## config.mk

```make
export PLATFORM = sky130hd
export DESIGN_NAME = decode_ctrl_stage
export DESIGN_NICKNAME = d
export VERILOG_FILES = /design/src/rtl/decode_ctrl_stage.sv
export SDC_FILE = /design/constraint.sdc
export NUM_CORES = 1
export LEC_CHECK = 0
export ABC_AREA = 1
export CAP_MARGIN = 10
export CORE_ASPECT_RATIO = 0.7
export CORE_MARGIN = 2
export CORE_UTILIZATION = 51
export CTS_BUF_LIST = sky130_fd_sc_hd__clkbuf_16
export DETAILED_ROUTE_END_ITERATION = 8
export PLACE_DENSITY = 0.86
export SETUP_SLACK_MARGIN = 0.05
export SYNTH_ARGS = -nofsm -noshare
export SYNTH_HDL_FRONTEND = slang
export SYNTH_SLANG_ARGS = --single-unit
```

## constraint.sdc

```tcl
create_clock -name clk -period 3.95 [get_ports clk]
set_input_delay 0.9875 -clock clk [delete_from_list [all_inputs] [get_ports clk]]
set_output_delay 0.9875 -clock clk [all_outputs]
set_load 0.01 [all_outputs]
```

## src/rtl/decode_ctrl_stage.sv

```systemverilog
// decode_ctrl_stage: ID-stage control decoder feeding a registered EX control
// bundle. Detects load-use hazards, applies flush/stall priority, and drains
// the pipe with bubbles before raising a one-cycle syscall pulse.
module decode_ctrl_stage #(
    parameter int ALU_W        = 5,
    parameter int BCU_W        = 4,
    parameter int DRAIN_CYCLES = 3
) (
    input  logic             clk,
    input  logic             reset_n,
    input  logic             id_valid,
    input  logic [5:0]       op_code,
    input  logic [5:0]       funct_code,
    input  logic [4:0]       rs,
    input  logic [4:0]       rt,
    input  logic [4:0]       rd,
    input  logic             ex_stall,
    input  logic             flush,
    output logic             id_ready,
    output logic             hazard_stall,
    output logic             ex_valid,
    output logic             ex_load_upper,
    output logic             ex_jal,
    output logic             ex_reg_write,
    output logic             ex_mem_to_reg,
    output logic             ex_mem_write,
    output logic             ex_alu_src,
    output logic             ex_reg_dst,
    output logic             ex_branch,
    output logic [1:0]       ex_jump,
    output logic [ALU_W-1:0] ex_alu_control,
    output logic [BCU_W-1:0] ex_bcu_control,
    output logic [4:0]       ex_dst_reg,
    output logic             illegal_op,
    output logic             syscall
);

    // Opcodes
    localparam logic [5:0] OP_SPECIAL = 6'h00;
    localparam logic [5:0] OP_J       = 6'h02;
    localparam logic [5:0] OP_JAL     = 6'h03;
    localparam logic [5:0] OP_BEQ     = 6'h04;
    localparam logic [5:0] OP_BNE     = 6'h05;
    localparam logic [5:0] OP_BLEZ    = 6'h06;
    localparam logic [5:0] OP_BGTZ    = 6'h07;
    localparam logic [5:0] OP_ADDI    = 6'h08;
    localparam logic [5:0] OP_ADDIU   = 6'h09;
    localparam logic [5:0] OP_ORI     = 6'h0D;
    localparam logic [5:0] OP_LUI     = 6'h0F;
    localparam logic [5:0] OP_LW      = 6'h23;
    localparam logic [5:0] OP_SW      = 6'h2B;

    // SPECIAL function codes
    localparam logic [5:0] FN_JR      = 6'h08;
    localparam logic [5:0] FN_SYSCALL = 6'h0C;
    localparam logic [5:0] FN_ADD     = 6'h20;
    localparam logic [5:0] FN_ADDU    = 6'h21;
    localparam logic [5:0] FN_SUB     = 6'h22;
    localparam logic [5:0] FN_AND     = 6'h24;
    localparam logic [5:0] FN_OR      = 6'h25;
    localparam logic [5:0] FN_SLT     = 6'h2A;

    // ALU and branch-compare operation codes; zero means "no operation"
    localparam logic [ALU_W-1:0] ALU_ADD = ALU_W'(1);
    localparam logic [ALU_W-1:0] ALU_SUB = ALU_W'(2);
    localparam logic [ALU_W-1:0] ALU_AND = ALU_W'(3);
    localparam logic [ALU_W-1:0] ALU_OR  = ALU_W'(4);
    localparam logic [ALU_W-1:0] ALU_SLT = ALU_W'(5);

    localparam logic [BCU_W-1:0] BCU_EQ  = BCU_W'(1);
    localparam logic [BCU_W-1:0] BCU_NE  = BCU_W'(2);
    localparam logic [BCU_W-1:0] BCU_LEZ = BCU_W'(3);
    localparam logic [BCU_W-1:0] BCU_GTZ = BCU_W'(4);

    typedef struct packed {
        logic             valid;
        logic             load_upper;
        logic             jal;
        logic             reg_write;
        logic             mem_to_reg;
        logic             mem_write;
        logic             alu_src;
        logic             reg_dst;
        logic             branch;
        logic [1:0]       jump;
        logic [ALU_W-1:0] alu;
        logic [BCU_W-1:0] bcu;
        logic [4:0]       dst;
    } ex_t;

    typedef enum logic [1:0] {ST_RUN, ST_DRAIN, ST_SYS} state_t;

    state_t     r_state, w_state_nxt;
    logic [3:0] r_cnt, w_cnt_nxt;
    ex_t        r_ex;
    ex_t        w_dec;
    logic       r_illegal;
    logic       w_illegal;
    logic       w_is_sys;
    logic       w_reads_rt;
    logic       w_accept;
    logic       w_flush_run;

    // Decode the ID instruction into an EX control bundle; unknown encodings give all-zero controls
    always_comb begin
        w_dec       = '0;
        w_dec.valid = 1'b1;
        w_illegal   = 1'b0;
        w_is_sys    = 1'b0;
        case (op_code)
            OP_SPECIAL: begin
                case (funct_code)
                    FN_ADD, FN_ADDU: begin w_dec.reg_write = 1'b1; w_dec.reg_dst = 1'b1; w_dec.alu = ALU_ADD; end
                    FN_SUB:          begin w_dec.reg_write = 1'b1; w_dec.reg_dst = 1'b1; w_dec.alu = ALU_SUB; end
                    FN_AND:          begin w_dec.reg_write = 1'b1; w_dec.reg_dst = 1'b1; w_dec.alu = ALU_AND; end
                    FN_OR:           begin w_dec.reg_write = 1'b1; w_dec.reg_dst = 1'b1; w_dec.alu = ALU_OR;  end
                    FN_SLT:          begin w_dec.reg_write = 1'b1; w_dec.reg_dst = 1'b1; w_dec.alu = ALU_SLT; end
                    FN_JR:           w_dec.jump = 2'b10;
                    FN_SYSCALL:      w_is_sys = 1'b1;
                    default:         w_illegal = 1'b1;
                endcase
            end
            OP_LUI:   begin w_dec.load_upper = 1'b1; w_dec.reg_write = 1'b1; w_dec.alu_src = 1'b1; end
            OP_J:     w_dec.jump = 2'b01;
            OP_JAL:   begin w_dec.jump = 2'b01; w_dec.jal = 1'b1; w_dec.reg_write = 1'b1; end
            OP_ADDI, OP_ADDIU: begin w_dec.reg_write = 1'b1; w_dec.alu_src = 1'b1; w_dec.alu = ALU_ADD; end
            OP_ORI:   begin w_dec.reg_write = 1'b1; w_dec.alu_src = 1'b1; w_dec.alu = ALU_OR; end
            OP_LW:    begin w_dec.reg_write = 1'b1; w_dec.mem_to_reg = 1'b1; w_dec.alu_src = 1'b1; w_dec.alu = ALU_ADD; end
            OP_SW:    begin w_dec.mem_write = 1'b1; w_dec.alu_src = 1'b1; w_dec.alu = ALU_ADD; end
            OP_BEQ:   begin w_dec.branch = 1'b1; w_dec.bcu = BCU_EQ;  end
            OP_BNE:   begin w_dec.branch = 1'b1; w_dec.bcu = BCU_NE;  end
            OP_BLEZ:  begin w_dec.branch = 1'b1; w_dec.bcu = BCU_LEZ; end
            OP_BGTZ:  begin w_dec.branch = 1'b1; w_dec.bcu = BCU_GTZ; end
            default:  w_illegal = 1'b1;
        endcase
        if (w_illegal)          w_dec.dst = 5'd0;
        else if (w_dec.reg_dst) w_dec.dst = rd;
        else if (w_dec.jal)     w_dec.dst = 5'd31;
        else                    w_dec.dst = rt;
    end

    // rt is a source operand only for R-type, stores and the two-register branches
    assign w_reads_rt = (op_code == OP_SPECIAL) | (op_code == OP_SW) |
                        (op_code == OP_BEQ) | (op_code == OP_BNE);

    assign hazard_stall = ex_valid & ex_mem_to_reg & (ex_dst_reg != 5'd0) & id_valid &
                          ((ex_dst_reg == rs) | ((ex_dst_reg == rt) & w_reads_rt));

    assign id_ready    = (r_state == ST_RUN) & ~ex_stall & ~hazard_stall;
    // A flushed ID instruction is dropped, so it has no side effects
    assign w_accept    = id_valid & id_ready & ~flush;
    // Flush only matters while running; a syscall in flight is always the oldest
    assign w_flush_run = flush & (r_state == ST_RUN);

    // State and drain counter registers
    always_ff @(posedge clk or negedge reset_n) begin
        if (!reset_n) begin
            r_state <= ST_RUN;
            r_cnt   <= 4'd0;
        end else begin
            r_state <= w_state_nxt;
            r_cnt   <= w_cnt_nxt;
        end
    end

    // Next state: enter drain on an accepted syscall, count down unstalled cycles, pulse once
    always_comb begin
        w_state_nxt = r_state;
        w_cnt_nxt   = r_cnt;
        case (r_state)
            ST_RUN: begin
                if (w_accept & w_is_sys) begin
                    w_state_nxt = ST_DRAIN;
                    w_cnt_nxt   = 4'(DRAIN_CYCLES);
                end
            end
            ST_DRAIN: begin
                if (!ex_stall) begin
                    if (r_cnt <= 4'd1) begin
                        w_state_nxt = ST_SYS;
                        w_cnt_nxt   = 4'd0;
                    end else begin
                        w_cnt_nxt = r_cnt - 4'd1;
                    end
                end
            end
            ST_SYS:  w_state_nxt = ST_RUN;
            default: w_state_nxt = ST_RUN;
        endcase
    end

    // EX register: flush bubble, then stall hold, then accepted instruction, else bubble
    always_ff @(posedge clk or negedge reset_n) begin
        if (!reset_n) begin
            r_ex      <= '0;
            r_illegal <= 1'b0;
        end else begin
            r_illegal <= w_accept & w_illegal;
            if (w_flush_run)    r_ex <= '0;
            else if (ex_stall)  r_ex <= r_ex;
            else if (w_accept)  r_ex <= w_dec;
            else                r_ex <= '0;
        end
    end

    assign ex_valid       = r_ex.valid;
    assign ex_load_upper  = r_ex.load_upper;
    assign ex_jal         = r_ex.jal;
    assign ex_reg_write   = r_ex.reg_write;
    assign ex_mem_to_reg  = r_ex.mem_to_reg;
    assign ex_mem_write   = r_ex.mem_write;
    assign ex_alu_src     = r_ex.alu_src;
    assign ex_reg_dst     = r_ex.reg_dst;
    assign ex_branch      = r_ex.branch;
    assign ex_jump        = r_ex.jump;
    assign ex_alu_control = r_ex.alu;
    assign ex_bcu_control = r_ex.bcu;
    assign ex_dst_reg     = r_ex.dst;
    assign illegal_op     = r_illegal;
    assign syscall        = (r_state == ST_SYS);

endmodule

```

## Word level (Yosys, flattened, before mapping)

Cells that the tools add are included.

- Bits in registers: 32
- Output and inout port bits: 29
- Word-level logic and storage cells: 112

- $add $sub $neg: 1
- Reduce and logical (&&, ||, !) cells: 15
- Order comparisons: 1
- Bitwise gates (word level): 19
- Multiplexer cells: 32
- Eq/ne operators: 28

Operators by type and width:

| operator | count |
|---|---|
| $mux 25 | 3 |
| $eq 6x6->1 const B | 8 |
| $eq 6x4->1 const B | 6 |
| $eq 6x3->1 const B | 4 |
| $reduce_or 6->1 | 3 |
| $mux 5 | 3 |
| $pmux 3 s5 | 1 |
| $pmux 5 s3 | 1 |
| $and 1x1->1 | 12 |
| $eq 6x2->1 const B | 2 |
| $mux 4 | 3 |
| $pmux 3 s4 | 1 |
| $reduce_or 12->1 | 1 |
| $mux 1 | 11 |
| $eq 5x5->1 | 2 |
| $mux 2 | 4 |
| $pmux 2 s2 | 2 |
| $pmux 4 s2 | 1 |
| $reduce_or 4->1 | 2 |
| $reduce_or 8->1 | 1 |
| $logic_not 6->1 | 1 |
| $reduce_and 3->1 | 2 |
| $reduce_bool 5->1 | 1 |
| $le 4x1->1 const B | 1 |
| 11 further kinds | 20 |

## Depth between registers and ports, before layout

- Word-level depth: 14
- Depth in mapped cells: 13
- Mapped depth without buffers: 12

## Least setup slack after synthesis

Ideal clock, no wire load.

- Kind: input to output
- From: input port op_code[5]
- To: output port id_ready
- Slack: 1.171 ns
- Required time: 2.963 ns
- Buffers on the path: 0
- Arrival: 1.791 ns
- Stages: 10
- Cell sequence: nor2_4 > inv_4 > nor2_2 > nand2_1 > nand3_1 > nand2_1 > nand2_1 > nand2_2 > inv_2 > nor2_4

- Word-level cells in the longest chain between the ends: 9
- Elaborated cells on any way between the ends: 12
- Those cells by class: 3 x eq/ne; 8 x bitwise; 1 x reduce/logical

Ends and longest elaborated chain:

| element | RTL line | RTL |
|---|---|---|
| from (decl) | 12 | `input logic [5:0] op_code,` |
| $eq 6x6->1 or $logic_not 6->1 (tied branches) | 143 | `assign w_reads_rt = (op_code == OP_SPECIAL) \| (op_code == OP_SW) \|` |
| $or 1x1->1 (2 in series) | 143 |  |
| $or 1x1->1 * | 144 | `(op_code == OP_BEQ) \| (op_code == OP_BNE);` |
| $and 1x1->1 * | 147 | `((ex_dst_reg == rs) \| ((ex_dst_reg == rt) & w_reads_rt));` |
| $or 1x1->1 * | 147 |  |
| $and 1x1->1 * | 146 | `assign hazard_stall = ex_valid & ex_mem_to_reg & (ex_dst_reg != 5'd0) & id_valid &` |
| named net hazard_stall | 20 | `output logic hazard_stall,` |
| $not 1->1 * | 149 | `assign id_ready = (r_state == ST_RUN) & ~ex_stall & ~hazard_stall;` |
| $and 1x1->1 * | 149 |  |
| to (decl) | 19 | `output logic id_ready,` |

Mark *: on every way through the listed nets, which the timed path passes. The rest lies on a longest branch.

## Final worst setup path

- From: input port op_code[4]
- To: output port hazard_stall

- Word-level cells in the longest chain between the ends: 7
- Elaborated cells on any way between the ends: 10
- Those cells by class: 3 x eq/ne; 6 x bitwise; 1 x reduce/logical

Ends and longest elaborated chain:

| element | RTL line |
|---|---|
| $eq 6x6->1 or $logic_not 6->1 (tied branches) | 143 |
| $or 1x1->1 (2 in series) | 143 |
| $or 1x1->1 * | 144 |
| $and 1x1->1 * | 147 |
| $or 1x1->1 * | 147 |
| $and 1x1->1 * | 146 |
| to (decl) | 20 |

Mark *: on every way between the ends. The rest lies on a longest branch, timed or not.

==> results.ini <==
[outcome]
status=completed

[final_layout]
drive_gt1_frac=0.107
layout.nets=387
diodes=0
final_area_mm2=0.00278
largest_reg_flops=5
final_cell_mix=nand2_1, clkdlybuf4s50_1, inv_1
area_delta_synth_final_pct=39.1
final_common_cell=nand2_1
fillerInstances=339

[sta]
relSlewSlack=0.645
max_clock_freq_mhz=263
fin_crit_sh=0.962
skew_ns=0.00354
setup-tns-final_ns=0
hold_violations=0
worst_slack_ns=0.151
slew_violations=0
whs_ns=0.480
rsz0062_at_grt=no
setup_viol=0
tightest_slew_ns=0.527
min_period_ns=3.80

[worst_setup_path]
rrSetupSlack_ns=2.26
crit_chain=clkdlybuf4s50_1, nor2_4, inv_4, nor2_2, nand2_1, nand3_1, nand2_1, nand2_1, nand2_2, inv_2, clkdlybuf4s50_1
crit_start=op_code[4]
worstRegToRegCells=11
max_stage_delay_ns=0.53
cp_common_cell=nand2_1
timing.rr.end=ex_branch
worstSetupStartpointType=primary input
cp_slowest_cell=clkdlybuf4s50_1
crit_path_end_kind=primary output
required_ns=2.96
crit_end=hazard_stall
crit_fanout=5
r2r-start=ex_dst_reg[3]
cp.arrival_ns=2.81
worst-setup-path-type=primary input to primary output

[synthesis]
synth-seq-cells=29
ys_seq_area_frac=0.363
synth.avg_cell_area_um2=6.97
syn_inst=287
synth_warnings=0
ys_types=34
syn-cell-area_mm2=0.00200

[route]
highest_layer=met4
drt-wirelength-per-cell_um=13.5
vias=2103
wl_met1_mm=2.39
wl_met3_um=449
drtIter0Drc=122
drtPass1Iterations=4
wl_met2_mm=2.53
viasPerCell=5.18
drcViolationCount=0
routed_wl_mm=5.47
ant_nets=0

[global_routing]
grt.total_usage=0.263
grt_pass1_vias=1997
antenna_found_initial=0
grt_pass1_wl_mm=9.07
grt_overflow=0
grt_max_degree=30

[pwr]
clockPowerShare=0.438
power.leakage_nw=1.45
p_sw_uw=217
p_int_uw=600
swShare=0.266
p_seq_frac=0.383
ir_drop_mv=0.233
powerDensity_mw_per_mm2=294
power_frac_comb=0.179
power_uw=817

[clocking]
cts_buffers=5
cts-root-buf=clkbuf_16
path_clk_slew_ns=0.05
ctsHoldBuffers=0
clock_sinks=29
tritoncts=done
htreeDepth=2
cts.path.max_buffers=2
clock_latency_ns=0.28

[place]
port_buffers=57
dpl_cell_area_mm2=0.00262
gp_congestion=0.881
hpwl_mm=4.00
post-place-ws_ns=0.131

[floorplan]
row_count=19
start_util=0.519
dieWidth_um=78.9
core_area_mm2=0.00385
io_pins=61
dieArea_mm2=0.00445
die_y_um=56.4

[flow_run]
cap_violations=0

[min_path]
hold_class=flip-flop to flip-flop

## worst min-delay path by stage
stage                       start             to  cells after the start
floorplan                r_cnt[1]       r_cnt[1]                      2
global placement       ex_jump[1]     ex_jump[1]                      2
detailed placement     ex_jump[1]     ex_jump[1]                      2
CTS                    ex_alu_src     ex_alu_src                      2
global route        ex_load_upper  ex_load_upper                      2
finish                 ex_alu_src     ex_alu_src                      2
## power groups by stage
stage / Sequential (mW) / Clock (mW) / Combinational, mW
after floorplan: 0.317 / 0 / 0.0774
after global routing: 0.313 / 0.378 / 0.163
after global placement: 0.317 / 0 / 0.137
final: 0.313 / 0.358 / 0.146
after CTS: 0.313 / 0.359 / 0.144
after detailed placement: 0.318 / 0 / 0.142
## worst max-delay path, delay by kind of cell
| kind | cells | cell delay (ns) |
|---|---|---|
| and+or+nand+nor | 7 | 0.68 |
| buffers and inverters | 4 | 1.14 |
## cells by family after synthesis
family | Yosys count | synth area share
other cells | 1 | 0.00187
xor+xnor | 10 | 0.0438
fa+ha+maj | 2 | 0.0125
buf+inv | 44 | 0.0988
flops | 29 | 0.363
compound gates | 27 | 0.0869
simple gates | 174 | 0.393
## repair_timing
action	CTS	global route
resized for setup	0	2
endpoints found under the hold margin	0	0
buffers inserted	0	3
endpoints found under the setup margin	0	2
## cells in the mapped netlist
| library cell | number | share of area |
|---|---|---|
| nand2_1 | 94 | 0.18 |
| inv_1 | 34 | 0.064 |
| dfrtp_1 | 29 | 0.36 |
| nor2_1 | 29 | 0.054 |
| nand3_1 | 27 | 0.068 |
| o21ai_0 | 8 | 0.020 |
| a21oi_1 | 7 | 0.018 |
| o21ai_2 | 7 | 0.031 |
| xnor2_1 | 6 | 0.026 |
| nand4_1 | 5 | 0.016 |
| nand2_2 | 4 | 0.013 |
| xor2_1 | 4 | 0.018 |
| buf_4 | 3 | 0.011 |
| nor2_4 | 3 | 0.017 |
| nor3_1 | 3 | 0.0075 |
| clkbuf_1 | 2 | 0.0038 |
| ha_1 | 2 | 0.013 |
| nand4_2 | 2 | 0.013 |
| nor2_2 | 2 | 0.0063 |
| o21ai_1 | 2 | 0.0050 |
| a21boi_0 | 1 | 0.0038 |
| a21boi_2 | 1 | 0.0056 |
| a21oi_2 | 1 | 0.0044 |
| and2_1 | 1 | 0.0031 |
| and3_1 | 1 | 0.0031 |
| buf_6 | 1 | 0.0056 |
| buf_8 | 1 | 0.0075 |
| clkinv_1 | 1 | 0.0019 |
| conb_1 | 1 | 0.0019 |
| inv_2 | 1 | 0.0019 |
| inv_4 | 1 | 0.0031 |
| nand2_4 | 1 | 0.0056 |
| nand3_4 | 1 | 0.0088 |
| nor4_1 | 1 | 0.0031 |
## per-layer routing
layer / up-vias / track usage
met5: - / 0
met4: 0 / 0.106
met3: 12 / 0.0627
met2: 98 / 0.400
met1: 958 / 0.363
li1: 1035 / -
## through the flow
step,utilization,instances
2_1_floorplan,-,289
3_3_place_gp,0.680,395
3_5_place_dp,0.680,395
4_1_cts,0.715,403
5_1_grt,0.723,406
6_report,0.723,406
## layout make-up
class	count	area, µm²	share of cell area
multi-input cells	216	1090	0.391
flip-flops and latches	29	726	0.261
repair buffers	64	626	0.225
inverters	37	141	0.0508
clock buffers	5	125	0.0450
well taps	52	65.1	0.0234
clock inverters	3	12.5	0.00450
No activity file was read; power rests on OpenSTA's default activity.
